## src/rtl/uart_pkg.sv

```systemverilog
// rtl/uart_pkg.sv - shared types and constants for the UART transmit arbiter
package uart_pkg;

    typedef enum logic {
        ST_IDLE   = 1'b0,
        ST_LOCKED = 1'b1
    } state_t;

    // Line terminators requesters commonly use to mark the last byte of a packet
    localparam logic [7:0] ASCII_LF = 8'h0A;
    localparam logic [7:0] ASCII_CR = 8'h0D;

    localparam int DEFAULT_NUM_REQ = 2;

endpackage

```

## src/rtl/rr_pick.sv

```systemverilog
// rtl/rr_pick.sv - combinational round-robin selector starting after last_ptr
module rr_pick #(
    parameter int N  = 2,
    parameter int IW = 1
) (
    input  logic [N-1:0]  valid,
    input  logic [IW-1:0] last_ptr,
    output logic [N-1:0]  winner,
    output logic [IW-1:0] winner_idx
);

    logic found;

    // First pass covers indices above last_ptr, second pass wraps to 0..last_ptr
    always_comb begin
        winner     = '0;
        winner_idx = '0;
        found      = 1'b0;
        for (int i = 0; i < N; i++) begin
            if (!found && valid[i] && (i > int'(last_ptr))) begin
                found      = 1'b1;
                winner[i]  = 1'b1;
                winner_idx = IW'(i);
            end
        end
        for (int i = 0; i < N; i++) begin
            if (!found && valid[i] && (i <= int'(last_ptr))) begin
                found      = 1'b1;
                winner[i]  = 1'b1;
                winner_idx = IW'(i);
            end
        end
    end

endmodule

```

## src/rtl/uart_tx_arbiter.sv

```systemverilog
// rtl/uart_tx_arbiter.sv - packet-granular round-robin sharing of one UART transmitter
module uart_tx_arbiter
    import uart_pkg::*;
#(
    parameter int NUM_REQ      = DEFAULT_NUM_REQ,
    parameter int IDLE_TIMEOUT = 1024,
    parameter int MAX_PKT      = 256
) (
    input  logic                 clk,
    input  logic                 rst,
    input  logic [NUM_REQ-1:0]   req_valid,
    input  logic [8*NUM_REQ-1:0] req_data,
    input  logic [NUM_REQ-1:0]   req_last,
    output logic [NUM_REQ-1:0]   req_ready,
    output logic                 uart_start,
    output logic [7:0]           uart_data,
    input  logic                 uart_txe,
    output logic [NUM_REQ-1:0]   grant,
    output logic                 busy,
    output logic                 abort
);

    localparam int IW = (NUM_REQ > 1) ? $clog2(NUM_REQ) : 1;
    localparam int BW = (MAX_PKT > 0) ? $clog2(MAX_PKT + 1) : 1;
    localparam int TW = (IDLE_TIMEOUT > 0) ? $clog2(IDLE_TIMEOUT + 1) : 1;

    localparam logic [BW-1:0] PKT_LIMIT = BW'(MAX_PKT);
    localparam logic [TW-1:0] IDLE_LAST = TW'((IDLE_TIMEOUT > 0) ? IDLE_TIMEOUT - 1 : 0);

    state_t               state_q, state_d;
    logic [NUM_REQ-1:0]   grant_q, grant_d;
    logic [IW-1:0]        gidx_q, gidx_d;
    logic [IW-1:0]        last_ptr_q, last_ptr_d;
    logic [7:0]           hold_data_q, hold_data_d;
    logic                 hold_full_q, hold_full_d;
    logic                 hold_last_q, hold_last_d;
    logic [BW-1:0]        byte_cnt_q, byte_cnt_d;
    logic [TW-1:0]        idle_cnt_q, idle_cnt_d;
    logic                 abort_q, abort_d;

    logic [NUM_REQ-1:0]   pick_onehot;
    logic [IW-1:0]        pick_idx;
    logic                 own_valid;
    logic                 own_last;
    logic [7:0]           own_data;

    rr_pick #(
        .N  (NUM_REQ),
        .IW (IW)
    ) u_pick (
        .valid      (req_valid),
        .last_ptr   (last_ptr_q),
        .winner     (pick_onehot),
        .winner_idx (pick_idx)
    );

    // Route the current owner's stream through a one-hot mux on the grant
    always_comb begin
        own_valid = 1'b0;
        own_last  = 1'b0;
        own_data  = 8'h00;
        for (int i = 0; i < NUM_REQ; i++) begin
            if (grant_q[i]) begin
                own_valid = req_valid[i];
                own_last  = req_last[i];
                own_data  = req_data[8*i +: 8];
            end
        end
    end

    // Arbitration, holding register load/drain, release and watchdog decisions
    always_comb begin
        state_d     = state_q;
        grant_d     = grant_q;
        gidx_d      = gidx_q;
        last_ptr_d  = last_ptr_q;
        hold_data_d = hold_data_q;
        hold_full_d = hold_full_q;
        hold_last_d = hold_last_q;
        byte_cnt_d  = byte_cnt_q;
        idle_cnt_d  = idle_cnt_q;
        abort_d     = 1'b0;

        if (state_q == ST_IDLE) begin
            if (|req_valid) begin
                grant_d = pick_onehot;
                gidx_d  = pick_idx;
                state_d = ST_LOCKED;
            end
        end else begin
            if (!hold_full_q && own_valid) begin
                hold_data_d = own_data;
                hold_last_d = own_last;
                hold_full_d = 1'b1;
                idle_cnt_d  = '0;
                if (byte_cnt_q != '1) begin
                    byte_cnt_d = byte_cnt_q + BW'(1);
                end
            end else if (hold_full_q && uart_txe) begin
                hold_full_d = 1'b0;
                if (hold_last_q || ((MAX_PKT != 0) && (byte_cnt_q == PKT_LIMIT))) begin
                    state_d     = ST_IDLE;
                    last_ptr_d  = gidx_q;
                    grant_d     = '0;
                    byte_cnt_d  = '0;
                    idle_cnt_d  = '0;
                    hold_last_d = 1'b0;
                end
            end else if (!hold_full_q && !own_valid) begin
                // Owner has gone quiet with nothing buffered: run the idle watchdog
                if ((IDLE_TIMEOUT != 0) && (idle_cnt_q == IDLE_LAST)) begin
                    state_d     = ST_IDLE;
                    last_ptr_d  = gidx_q;
                    grant_d     = '0;
                    byte_cnt_d  = '0;
                    idle_cnt_d  = '0;
                    hold_last_d = 1'b0;
                    abort_d     = 1'b1;
                end else if (idle_cnt_q != '1) begin
                    idle_cnt_d = idle_cnt_q + TW'(1);
                end
            end
        end
    end

    // State register with synchronous active-high reset; requester 0 wins first
    always_ff @(posedge clk) begin
        if (rst) begin
            state_q     <= ST_IDLE;
            grant_q     <= '0;
            gidx_q      <= '0;
            last_ptr_q  <= IW'(NUM_REQ - 1);
            hold_data_q <= 8'h00;
            hold_full_q <= 1'b0;
            hold_last_q <= 1'b0;
            byte_cnt_q  <= '0;
            idle_cnt_q  <= '0;
            abort_q     <= 1'b0;
        end else begin
            state_q     <= state_d;
            grant_q     <= grant_d;
            gidx_q      <= gidx_d;
            last_ptr_q  <= last_ptr_d;
            hold_data_q <= hold_data_d;
            hold_full_q <= hold_full_d;
            hold_last_q <= hold_last_d;
            byte_cnt_q  <= byte_cnt_d;
            idle_cnt_q  <= idle_cnt_d;
            abort_q     <= abort_d;
        end
    end

    assign grant      = grant_q;
    assign busy       = (state_q == ST_LOCKED);
    assign uart_start = hold_full_q;
    assign uart_data  = hold_data_q;
    assign abort      = abort_q;
    assign req_ready  = (busy && !hold_full_q) ? grant_q : '0;

endmodule

```

## config.mk

```make
export PLATFORM = sky130hd
export DESIGN_NAME = uart_tx_arbiter
export DESIGN_NICKNAME = d
export VERILOG_FILES = /design/src/rtl/uart_pkg.sv /design/src/rtl/rr_pick.sv /design/src/rtl/uart_tx_arbiter.sv
export SDC_FILE = /design/constraint.sdc
export NUM_CORES = 1
export LEC_CHECK = 0
export ABC_AREA = 1
export CORE_MARGIN = 2
export CORE_UTILIZATION = 40
export CTS_CLUSTER_DIAMETER = 30
export DETAILED_ROUTE_END_ITERATION = 8
export PLACE_DENSITY = 0.72
export SYNTH_ARGS = -nofsm -noshare
export SYNTH_HDL_FRONTEND = slang
export SYNTH_HIERARCHICAL = 1
export SYNTH_SLANG_ARGS = --single-unit
```

## constraint.sdc

```tcl
create_clock -name clk -period 1.8 [get_ports clk]
set_clock_uncertainty 0.15 [all_clocks]
set_input_delay 0.45 -clock clk [delete_from_list [all_inputs] [get_ports clk]]
set_output_delay 0.45 -clock clk [all_outputs]
set_load 0.02 [all_outputs]
```

==> run_results.csv, run 1 <==
group,metric,value,unit
clock_network,cts_tree,"yes",
layout,layout-drive-gt1-share,0.243,
clock_network,clk_pin_slew_worst_paths,0.07,ns
clock_network,hold_buffers,0,
detailed_routing,vias,2360,
floorplan,die_h,76.9,um
yosys,syn_area_per_cell,6.66,um2
layout,final_common_cell,"nand2_1",
layout,seqCellArea,732,um2
clock_network,cts_max_level,2,
status,status,"completed",
yosys,muxShareOfSynthArea,0,
grt,grt_pass1_wl,9430,um
yosys,synth_simple_gate_area_frac,0.382,
setup_path,crit_buf_inv,2,
yosys,ys_seq_elements,36,
setup_path,crit_type,"flip-flop to flip-flop",
timing,fin_setup_tns,0,ns
clock_network,cts_buffer_depth,2,
grt,grt.total_usage,0.198,
detailed_routing,totalWireLength,5780,um
yosys,ys.flop_type,"dfxtp_1",
power_and_ir_drop,power_density,601,mW/mm2
floorplan,start_util,0.416,
yosys,synth_top_family_by_area,"simple AND/OR/NAND/NOR gates",
layout,area_growth,43.0,%
setup_path,crit_path_max_incr_delay,0.36,ns
setup_path,path_cells,"inv_2 > ha_4 > nand2_2 > nor2_1 > nand2_1 > nand2_2 > nand2_4 > nand2_8 > buf_6 > nand3_2 > nand2_2 > nand2_1 > nor2_1",
yosys,yosys_warnings,6,
setup_path,setup.worst_path.start,"byte_cnt_q[0]",
floorplan,die_area,0.00591,mm2
clock_network,clock_latency,0.29,ns
setup_path,crit_path_end_kind,"flip-flop",
yosys,synth.distinct_cells,35,
timing,worstMarginPinSlew,0.383,ns
detailed_routing,drtAntennaViolNets,0,
yosys,synth_edf_count,0,
timing,relSlewSlack,0.744,
yosys,synth-async-reset-ratio,0,
setup_path,critPathTopFamily,"simple AND/OR/NAND/NOR gates",
floorplan,rows,26,
setup_path,crit_arrival,1.83,ns
clock_network,clock-sinks,36,
timing,hold_viol,0,
detailed_routing,drc,0,
setup_path,cp_max_fo,8,
timing,fin_crit,1.76,ns
placed_design,io_buffers,37,
yosys,synth-adder-area-share,0.0236,
timing,period_share,0.980,
power_and_ir_drop,p_leak,1.28,nW
placed_design,place_congestion,0.851,
layout,nets,422,
floorplan,ios,38,
grt,gr-usage-met3,0.0541,
setup_path,crit_top_cell,"nand2_2",
layout,multiInputGateArea,0.00132,mm2
grt,grt_use_met2,0.350,
worst_hold_path,hold_start,"byte_cnt_q[7]",
yosys,synth_nets,346,
worst_hold_path,min-delay-path-class,"flip-flop to flip-flop",
timing,drv_slew,0,
power_and_ir_drop,ir_drop,424,uV
yosys,synth-xor-area-share,0.0124,
floorplan,die_w,76.9,um
placed_design,dp_hpwl,4170,um
yosys,ys_seq_area_frac,0.339,
yosys,synth_cells,319,
setup_path,cp-start-kind,"flip-flop",
grt,antenna_found_initial,0,
layout,final_cell_mix,"nand2_1 (76), nor2_1 (39), buf_4 (36), inv_1 (32), dfxtp_1 (29)",
clock_network,cts_inserted_buffers,5,
timing,setup_violations,0,
layout,diodes,0,
setup_path,slowest_stage,"dfxtp_4",
grt,busiest_layer,"met2",
detailed_routing,drtPass1Iterations,4,
run,maxCapViolations,0,
setup_path,crit_required,1.87,ns
layout,finalNonFillerCells,465,
grt,grt_overflow,0,
grt,grt_max_degree,18,
clock_network,clockRootBuffer,"clkbuf_8",
yosys,synth_compound_gate_area_share,0.149,
timing,rsz0062_at_grt,"true",
grt,grt_pass1_vias,2220,
layout,utilization,0.595,
detailed_routing,drtIter0Drc,91,
detailed_routing,wl_per_cell,12.4,um
layout,nFillCells,481,
floorplan,fp.coreArea,0.00511,mm2
yosys,syn_area,0.00212,mm2
setup_path,r2r_start,"byte_cnt_q[0]",
detailed_routing,drt-vias-per-instance,5.08,
timing,max_freq,567,MHz
placed_design,dp.cells,453,
grt,grt.met1_usage,0.228,
==> flip-flops by register name, summed over array words and instances, names as in the netlist <==
signal,count
byte_cnt_q,9
hold_last_q,1
busy,1
uart_data,8
gidx_q,1
uart_start,1
last_ptr_q,1
idle_cnt_q,11
grant,2
abort,1
==> area by class of cell <==
type / instances / share of cell area
Inverter: 37 / 0.0474
Sequential cell: 36 / 0.241
Multi-Input combinational cell: 237 / 0.434
Clock buffer: 6 / 0.0239
Tap cell: 70 / 0.0288
Clock inverter: 1 / 0.00165
Timing Repair Buffer: 78 / 0.224
==> worst reg2reg max path: cells and delay by family, from the launching register on <==
| kind | cells | cell delay, ns |
|---|---|---|
| simple gates | 10 | 0.85 |
| fa+ha+maj | 1 | 0.13 |
| buf+inv | 2 | 0.20 |
| flops | 1 | 0.36 |
==> metrics by stage <==
stage	area, um2	power, mW	hold WS (ns)	worst slack (ns)
CTS	2870	1.80	0.322	-0.00509
finish	3040	1.83	0.342	0.0356
detailed placement	2810	1.27	0.312	-0.315
floorplan	2120	1.07	0.294	0.130
global route	3040	1.92	0.365	-0.0812
global placement	2810	1.26	0.305	-0.270
==> where the power goes <==
group	total, mW	internal [mW]	leakage (nW)	switching (mW)
Combinational	0.444	0.203	0.948	0.241
Clock	0.543	0.263	0.0410	0.280
Sequential	0.840	0.822	0.295	0.0176
Total	1.83	1.29	1.28	0.539
==> cell families (layout without fill, tap and decap cells) <==
| logic type | count (synthesis) | in the layout |
|---|---|---|
| AND/OR/NAND/NOR | 175 | 175 |
| AO/OA/AOI/OAI | 55 | 55 |
| buffers and inverters | 46 | 122 |
| flip-flops | 36 | 36 |
| adder cells (fa/ha/maj) | 4 | 4 |
| XOR/XNOR | 3 | 3 |
==> cell usage after synthesis (3+ instances only) <==
master    number  area (um2)
nand2_2        4        25.0
dfxtp_1       36         721
o21ai_0       11        55.1
nand2_1       86         323
nand3_1       17        85.1
nand2_4        3        33.8
inv_1         33         124
nand4_1       16         100
a21oi_1       28         140
a22oi_1        8        60.1
clkbuf_1       4        15.0
nor2_1        39         146
ha_1           4        50.1
==> layer usage <==
metal  part of all wire  wire [um]  vias up
met5                  0          0        -
met4              0.011         63        0
met3              0.061        352        7
met2               0.49       2860       85
met1               0.43       2500     1065
li1                   -          -     1203
==> final timing paths <==
check,slack (ns),endpoint,cells past startpoint
setup / recovery,0.04,idle_cnt_q[9],13
hold / removal,0.34,byte_cnt_q[7],2
setup reg to reg,0.04,idle_cnt_q[9],13
hold reg to reg,0.34,byte_cnt_q[7],2
==> what timing repair did <==
action / in CTS / in global routing
buffers inserted: 0 / 5
resized for setup: 17 / 42
endpoints found under the hold margin: 0 / 0
pin swaps: 0 / 23
endpoints found under the setup margin: 20 / 26
No activity file was read; power rests on OpenSTA's default activity.
==> inputs of run 2 (changes only) <==
- CORE_UTILIZATION: 40 -> 47
- PLACE_DENSITY: 0.72 -> 0.81
==> run 2 against run 1 <==
Effect of this change:
- fmax increased by 1.3%
- combinational power increased by 1%
- sequential share of layout area increased by 0.37 points
- largest power group unchanged
==> run_results.csv, run 2 (synthesis gave the netlist of run 1 again) <==
group,metric,value,unit
grt,grt.total_usage,0.235,
floorplan,die_area,0.00507,mm2
detailed_routing,drtAntennaViolNets,0,
layout,utilization,0.688,
worst_hold_path,hold_depth,2,
timing,hold_slack,0.334,ns
setup_path,r2r_end,"idle_cnt_q[5]",
detailed_routing,vias,2356,
power_and_ir_drop,p_leak,1.30,nW
placed_design,io_buffers,37,
floorplan,ios,38,
layout,final_common_cell,"nand2_1",
grt,grt_pass1_vias,2301,
clock_network,clock_latency,0.29,ns
setup_path,crit_path_max_incr_delay,0.35,ns
timing,hold_viol,0,
power_and_ir_drop,p_seq_frac,0.458,
clock_network,cts_buffer_depth,2,
setup_path,crit_arrival,1.14,ns
setup_path,slowest_stage,"dfxtp_1",
clock_network,cts_tree,"yes",
worst_hold_path,min-delay-path-class,"flip-flop to flip-flop",
setup_path,crit_required,1.20,ns
layout,nets,419,
detailed_routing,drt-vias-per-instance,5.31,
timing,relSlewSlack,0.803,
placed_design,place_congestion,0.840,
placed_design,dp_hpwl,4200,um
worst_hold_path,hold_start,"byte_cnt_q[7]",
floorplan,start_util,0.488,
grt,grt_overflow,0,
layout,largest_register_ffs,11,
clock_network,cts_max_level,2,
clock_network,hold_buffers,0,
detailed_routing,drtIter0Drc,157,
power_and_ir_drop,internal-power,1.29,mW
setup_path,r2r_cells,11,
power_and_ir_drop,ir_drop,428,uV
layout,area_growth,41.0,%
power_and_ir_drop,sw_frac_of_total,0.299,
timing,setup_violations,0,
worst_hold_path,hold_end,"byte_cnt_q[7]",
clock_network,clockRootBuffer,"clkbuf_8",
power_and_ir_drop,power.total,1.83,mW
power_and_ir_drop,p_sw,0.549,mW
timing,max_freq,574,MHz
power_and_ir_drop,power_frac_comb,0.245,
detailed_routing,drc,0,
power_and_ir_drop,pwr-share-clk,0.297,
timing,drv_slew,0,
grt,grt_max_degree,18,
layout,largest-register,"idle_cnt_q",
setup_path,crit_type,"flip-flop to primary output",
grt,grt_pass1_wl,9670,um
timing,fin_crit,1.74,ns
setup_path,crit_path_end_kind,"primary output",
detailed_routing,wl_per_cell,13.2,um
setup_path,path_cells,"buf_4 > dlygate4sd2_1",
floorplan,die_h,71.2,um
floorplan,die_w,71.2,um
timing,worstMarginPinSlew,0.295,ns
layout,finalNonFillerCells,444,
detailed_routing,totalWireLength,5850,um
floorplan,fp.coreArea,0.00435,mm2
layout,diodes,0,
grt,antenna_found_initial,0,
floorplan,rows,24,
setup_path,cp_max_fo,7,
status,status,"completed",
clock_network,clock-sinks,36,
run,maxCapViolations,0,
layout,layout-drive-gt1-share,0.227,
placed_design,dp.cells,432,
detailed_routing,drtPass1Iterations,4,
clock_network,cts_inserted_buffers,5,
clock_network,clk_pin_slew_worst_paths,0.07,ns
timing,period_share,0.968,
setup_path,cp-start-kind,"flip-flop",
power_and_ir_drop,power_density,612,mW/mm2
setup_path,r2r_slack,0.08,ns
setup_path,r2r_start,"byte_cnt_q[0]",
layout,final_cell_mix,"nand2_1 (77), nor2_1 (38), inv_1 (33), buf_4 (32), dfxtp_1 (28)",
[run 2: cell types whose count changed in the layout (fill, tap and decap cells not counted), sizes merged]
cell / change
dlymetal6s2s: +2
clkdlybuf4s50: -2
buf: -1
clkbuf: -2
[run 2: worst max path at each step]
stage	startpoint	end	slack, ns	depth (start not counted)
detailed placement	req_valid[0]	idle_cnt_q[1]	-0.30	12
finish	busy	busy	0.06	2
CTS	req_valid[0]	idle_cnt_q[1]	0.004	12
global placement	req_valid[1]	idle_cnt_q[1]	-0.26	12
global route	byte_cnt_q[3]	byte_cnt_q[4]	-0.01	9
floorplan	idle_cnt_q[0]	last_ptr_q	0.13	9
[run 2: layer usage]
| metal | share of wire | vias to the layer above | GRT usage |
|---|---|---|---|
| met5 | 0 | - | 0 |
| met4 | 0.014 | 0 | 0.0755 |
| met3 | 0.065 | 10 | 0.0661 |
| met2 | 0.49 | 74 | 0.402 |
| met1 | 0.43 | 1082 | 0.286 |
| li1 | - | 1190 | - |
[run 2: through the flow]
stage          cell area (um2)  setup TNS (ns)  worst slack, ns
2_1_floorplan             2120               0            0.130
3_3_place_gp              2780           -5.49           -0.259
3_5_place_dp              2780           -6.88           -0.301
4_1_cts                   2830               0          0.00385
5_1_grt                   3000         -0.0265          -0.0131
6_report                  3000               0           0.0577
[run 2: critical path: cells and delay by family, from the launching register on]
| family | cells | cell delay [ns] |
|---|---|---|
| buf+inv | 2 | 0.50 |
| flops | 1 | 0.35 |
[run 2: final cells by class]
| class | count | area, um2 |
|---|---|---|
| Clock buffer | 6 | 72.6 |
| Fill cell | 348 | 1360 |
| Clock inverter | 1 | 5.00 |
| Sequential cell | 36 | 733 |
| Inverter | 37 | 144 |
| Timing Repair Buffer | 75 | 674 |
| Tap cell | 52 | 65.1 |
| Multi-Input combinational cell | 237 | 1300 |
[run 2: power groups by stage]
stage               Sequential, mW  Clock, mW  Combinational, mW
floorplan                    0.879          0              0.193
global placement             0.855          0              0.404
detailed placement           0.856          0              0.415
CTS                          0.838      0.549              0.403
global route                 0.843      0.582              0.491
finish                       0.841      0.544              0.450
[run 2: repair_timing]
action                                  in CTS  in global routing
buffers inserted                             0                  4
resized for setup                           21                 41
pin swaps                                    0                 17
endpoints found under the setup margin      16                 25
gates cloned                                 0                  1
==> inputs of run 3 (changes only) <==
- SETUP_SLACK_MARGIN: not set -> 0.5
- SYNTH_HIERARCHICAL: 1 -> not set
==> run 3 against run 2 <==
Effect of this change:
- the run now ends with setup timing left
- worst hold slack better by 0.0039 ns
- synthesized cell count rose by 3.4%
- fmax shrank 11%
- global-route usage increased by 9.4 points
- utilization grew 19 points
- largest cell class unchanged
- highest routed layer unchanged
==> run_results.csv, run 3 <==
group,metric,value,unit
floorplan,die_area,0.00507,mm2
layout,final_common_cell,"nand2_1",
setup_path,crit_arrival,2.00,ns
detailed_routing,totalWireLength,11600,um
setup_path,crit_path_end_kind,"flip-flop",
layout,largest_register_ffs,11,
power_and_ir_drop,ir_drop,604,uV
setup_path,crit_required,1.85,ns
setup_path,slowest_stage,"dfxtp_2",
setup_path,cp-start-kind,"flip-flop",
power_and_ir_drop,power_density,576,mW/mm2
power_and_ir_drop,p_leak,1.64,nW
floorplan,rows,24,
detailed_routing,drt-vias-per-instance,6.58,
yosys,synth_nets,357,
floorplan,fp.coreArea,0.00435,mm2
layout,largest-register,"idle_cnt_q",
clock_network,clk_pin_slew_worst_paths,0.07,ns
grt,antenna_found_initial,0,
yosys,synth_most_common_cell,"nand2_1",
status,status,"finished with violations",
timing,worstMarginPinSlew,0.401,ns
grt,grt_pass1_vias,2913,
worst_hold_path,hold_depth,2,
worst_hold_path,hold_end,"gidx_q",
grt,grt.total_usage,0.329,
yosys,synth_top_area_frac,0.340,
layout,finalNonFillerCells,492,
placed_design,io_buffers,37,
detailed_routing,drtPass1Iterations,6,
yosys,ys.flop_type,"dfxtp_1",
setup_path,path_cells,"nand2_2 > nor2_4 > nand3_2 > buf_4 > buf_4 > buf_4 > buf_4 > nand2_1 > nor2_1 > nand3_1 > a21oi_1",
layout,nets,467,
grt,grt_overflow,0,
timing,max_freq,513,MHz
run,maxCapViolations,0,
floorplan,start_util,0.487,
setup_path,critPathTopFamily,"simple AND/OR/NAND/NOR gates",
yosys,synth_edf_count,0,
grt,grt_pass1_wl,13000,um
worst_hold_path,min-delay-path-class,"flip-flop to flip-flop",
timing,period_share,1.08,
layout,area_growth,80.2,%
yosys,syn_area_per_cell,6.43,um2
timing,fin_crit,1.95,ns
clock_network,cts_inserted_buffers,5,
clock_network,cts_max_level,2,
setup_path,r2r_cells,11,
placed_design,dp_hpwl,4270,um
floorplan,die_h,71.2,um
timing,hold_viol,0,
timing,drv_slew,0,
clock_network,cts_tree,"yes",
detailed_routing,drc,0,
yosys,synth-async-reset-ratio,0,
timing,fin_setup_tns,-1.21,ns
setup_path,crit_path_max_incr_delay,0.36,ns
layout,diodes,0,
layout,layout-drive-gt1-share,0.520,
yosys,synth.distinct_cells,29,
timing,final.setup.worst_slack,-0.151,ns
placed_design,place_congestion,0.927,
floorplan,ios,38,
clock_network,clock_latency,0.32,ns
floorplan,die_w,71.2,um
detailed_routing,wl_per_cell,23.5,um
timing,rsz0062_at_grt,"true",
setup_path,crit_buf_inv,4,
clock_network,clock-sinks,36,
yosys,synth_area_leaders,"dfxtp_1 (34%), nand2_1 (16%), nand3_1 (7.1%)",
layout,final_cell_mix,"nand2_1 (63), buf_4 (51), buf_6 (34), inv_1 (26), nor2_1 (26)",
yosys,synthTopCellsByCount,"nand2_1 (93), nor2_1 (40), dfxtp_1 (36)",
setup_path,r2r_slack,-0.15,ns
layout,nFillCells,178,
detailed_routing,drtAntennaViolNets,0,
setup_path,crit_top_cell,"buf_4",
setup_path,r2r_end,"byte_cnt_q[6]",
detailed_routing,drtIter0Drc,546,
setup_path,cp_max_fo,3,
setup_path,r2r_start,"byte_cnt_q[4]",
setup_path,crit_type,"flip-flop to flip-flop",
clock_network,hold_buffers,0,
yosys,synth_cells,330,
placed_design,dp.cells,444,
timing,setup_violations,15,
yosys,syn_area,0.00212,mm2
yosys,yosysTopAreaCell,"dfxtp_1",
status,violations,"setup timing",
timing,relSlewSlack,0.732,
detailed_routing,vias,3239,
worst_hold_path,hold_start,"gidx_q",
grt,grt_max_degree,20,
clock_network,clockRootBuffer,"clkbuf_8",
clock_network,cts_buffer_depth,2,
yosys,ys_seq_elements,36,
yosys,ys_seq_area_frac,0.340,
yosys,yosys_warnings,0,
## run 3: cell count changes after synthesis, moves of 3 or more
cell / before / now
nand2_1: 86 / 93
nand3_1: 17 / 30
nand4_1: 16 / 6
nand2_4: 3 / 0
## run 3: final cells by class
cell class              count  area (um2)  area share
multi-input cells         247        1670       0.436
repair buffers            110        1050       0.276
flip-flops and latches     36         771       0.202
inverters                  40         169      0.0442
clock buffers               7        96.3      0.0252
well taps                  52        65.1      0.0170
## run 3: worst reg2reg max path: stages (launching register included)
cell and delay (ns):
dfxtp_2 0.36, nand2_2 0.08, nor2_4 0.16, nand3_2 0.13, buf_4 0.16, buf_4 0.13
buf_4 0.13, buf_4 0.13, nand2_1 0.11, nor2_1 0.07, nand3_1 0.13, a21oi_1 0.09
## run 3: cells by family after synthesis
| group | Yosys count | share of synthesized area |
|---|---|---|
| simple gates | 189 | 0.401 |
| compound gates | 50 | 0.131 |
| buf+inv | 49 | 0.0968 |
| flops | 36 | 0.340 |
| fa+ha+maj | 4 | 0.0236 |
| xor+xnor | 2 | 0.00826 |
## run 3: worst max-delay path by stage
| stage | cells past startpoint | from | endpoint | slack, ns |
|---|---|---|---|---|
| 2_1_floorplan | 12 | byte_cnt_q[4] | byte_cnt_q[0] | 0.20 |
| 3_3_place_gp | 12 | req_valid[0] | idle_cnt_q[9] | -0.34 |
| 3_5_place_dp | 10 | req_valid[0] | byte_cnt_q[3] | -0.37 |
| 4_1_cts | 4 | uart_start | req_ready[1] | 0.08 |
| 5_1_grt | 11 | byte_cnt_q[7] | byte_cnt_q[4] | -0.15 |
| 6_report | 11 | byte_cnt_q[4] | byte_cnt_q[6] | -0.15 |
## run 3: per-stage QoR
step / setup WS (ns) / cell area [um2] / total power [mW] / hold slack, ns / utilization
2_1_floorplan: 0.196 / 2320 / 1.11 / 0.290 / -
3_3_place_gp: -0.343 / 2970 / 1.28 / 0.308 / 0.681
3_5_place_dp: -0.367 / 2970 / 1.29 / 0.308 / 0.681
4_1_cts: 0.0751 / 3560 / 2.01 / 0.317 / 0.817
5_1_grt: -0.152 / 3820 / 2.25 / 0.376 / 0.878
6_report: -0.151 / 3820 / 2.20 / 0.338 / 0.878
## run 3: power by group
group          leakage [nW]  total [mW]  switching (mW)  internal [mW]
Combinational          1.28       0.674           0.382          0.291
Sequential            0.305       0.852          0.0313          0.820
Clock                0.0503       0.676           0.334          0.341
Total                  1.64        2.20           0.748           1.45
## run 3: what timing repair did
action,4_1_cts,5_1_grt
pin swaps,45,23
endpoints found under the setup margin,51,51
setup buffers,29,9
gates cloned,3,0
resized for setup,163,66
## run 3: layer usage
metal	wire length [um]	share of wire	GRT usage	vias up
met5	0	0	0	-
met4	1100	0.095	0.220	0
met3	1400	0.12	0.0883	130
met2	5220	0.45	0.571	353
met1	3840	0.33	0.345	1466
li1	-	-	-	1290
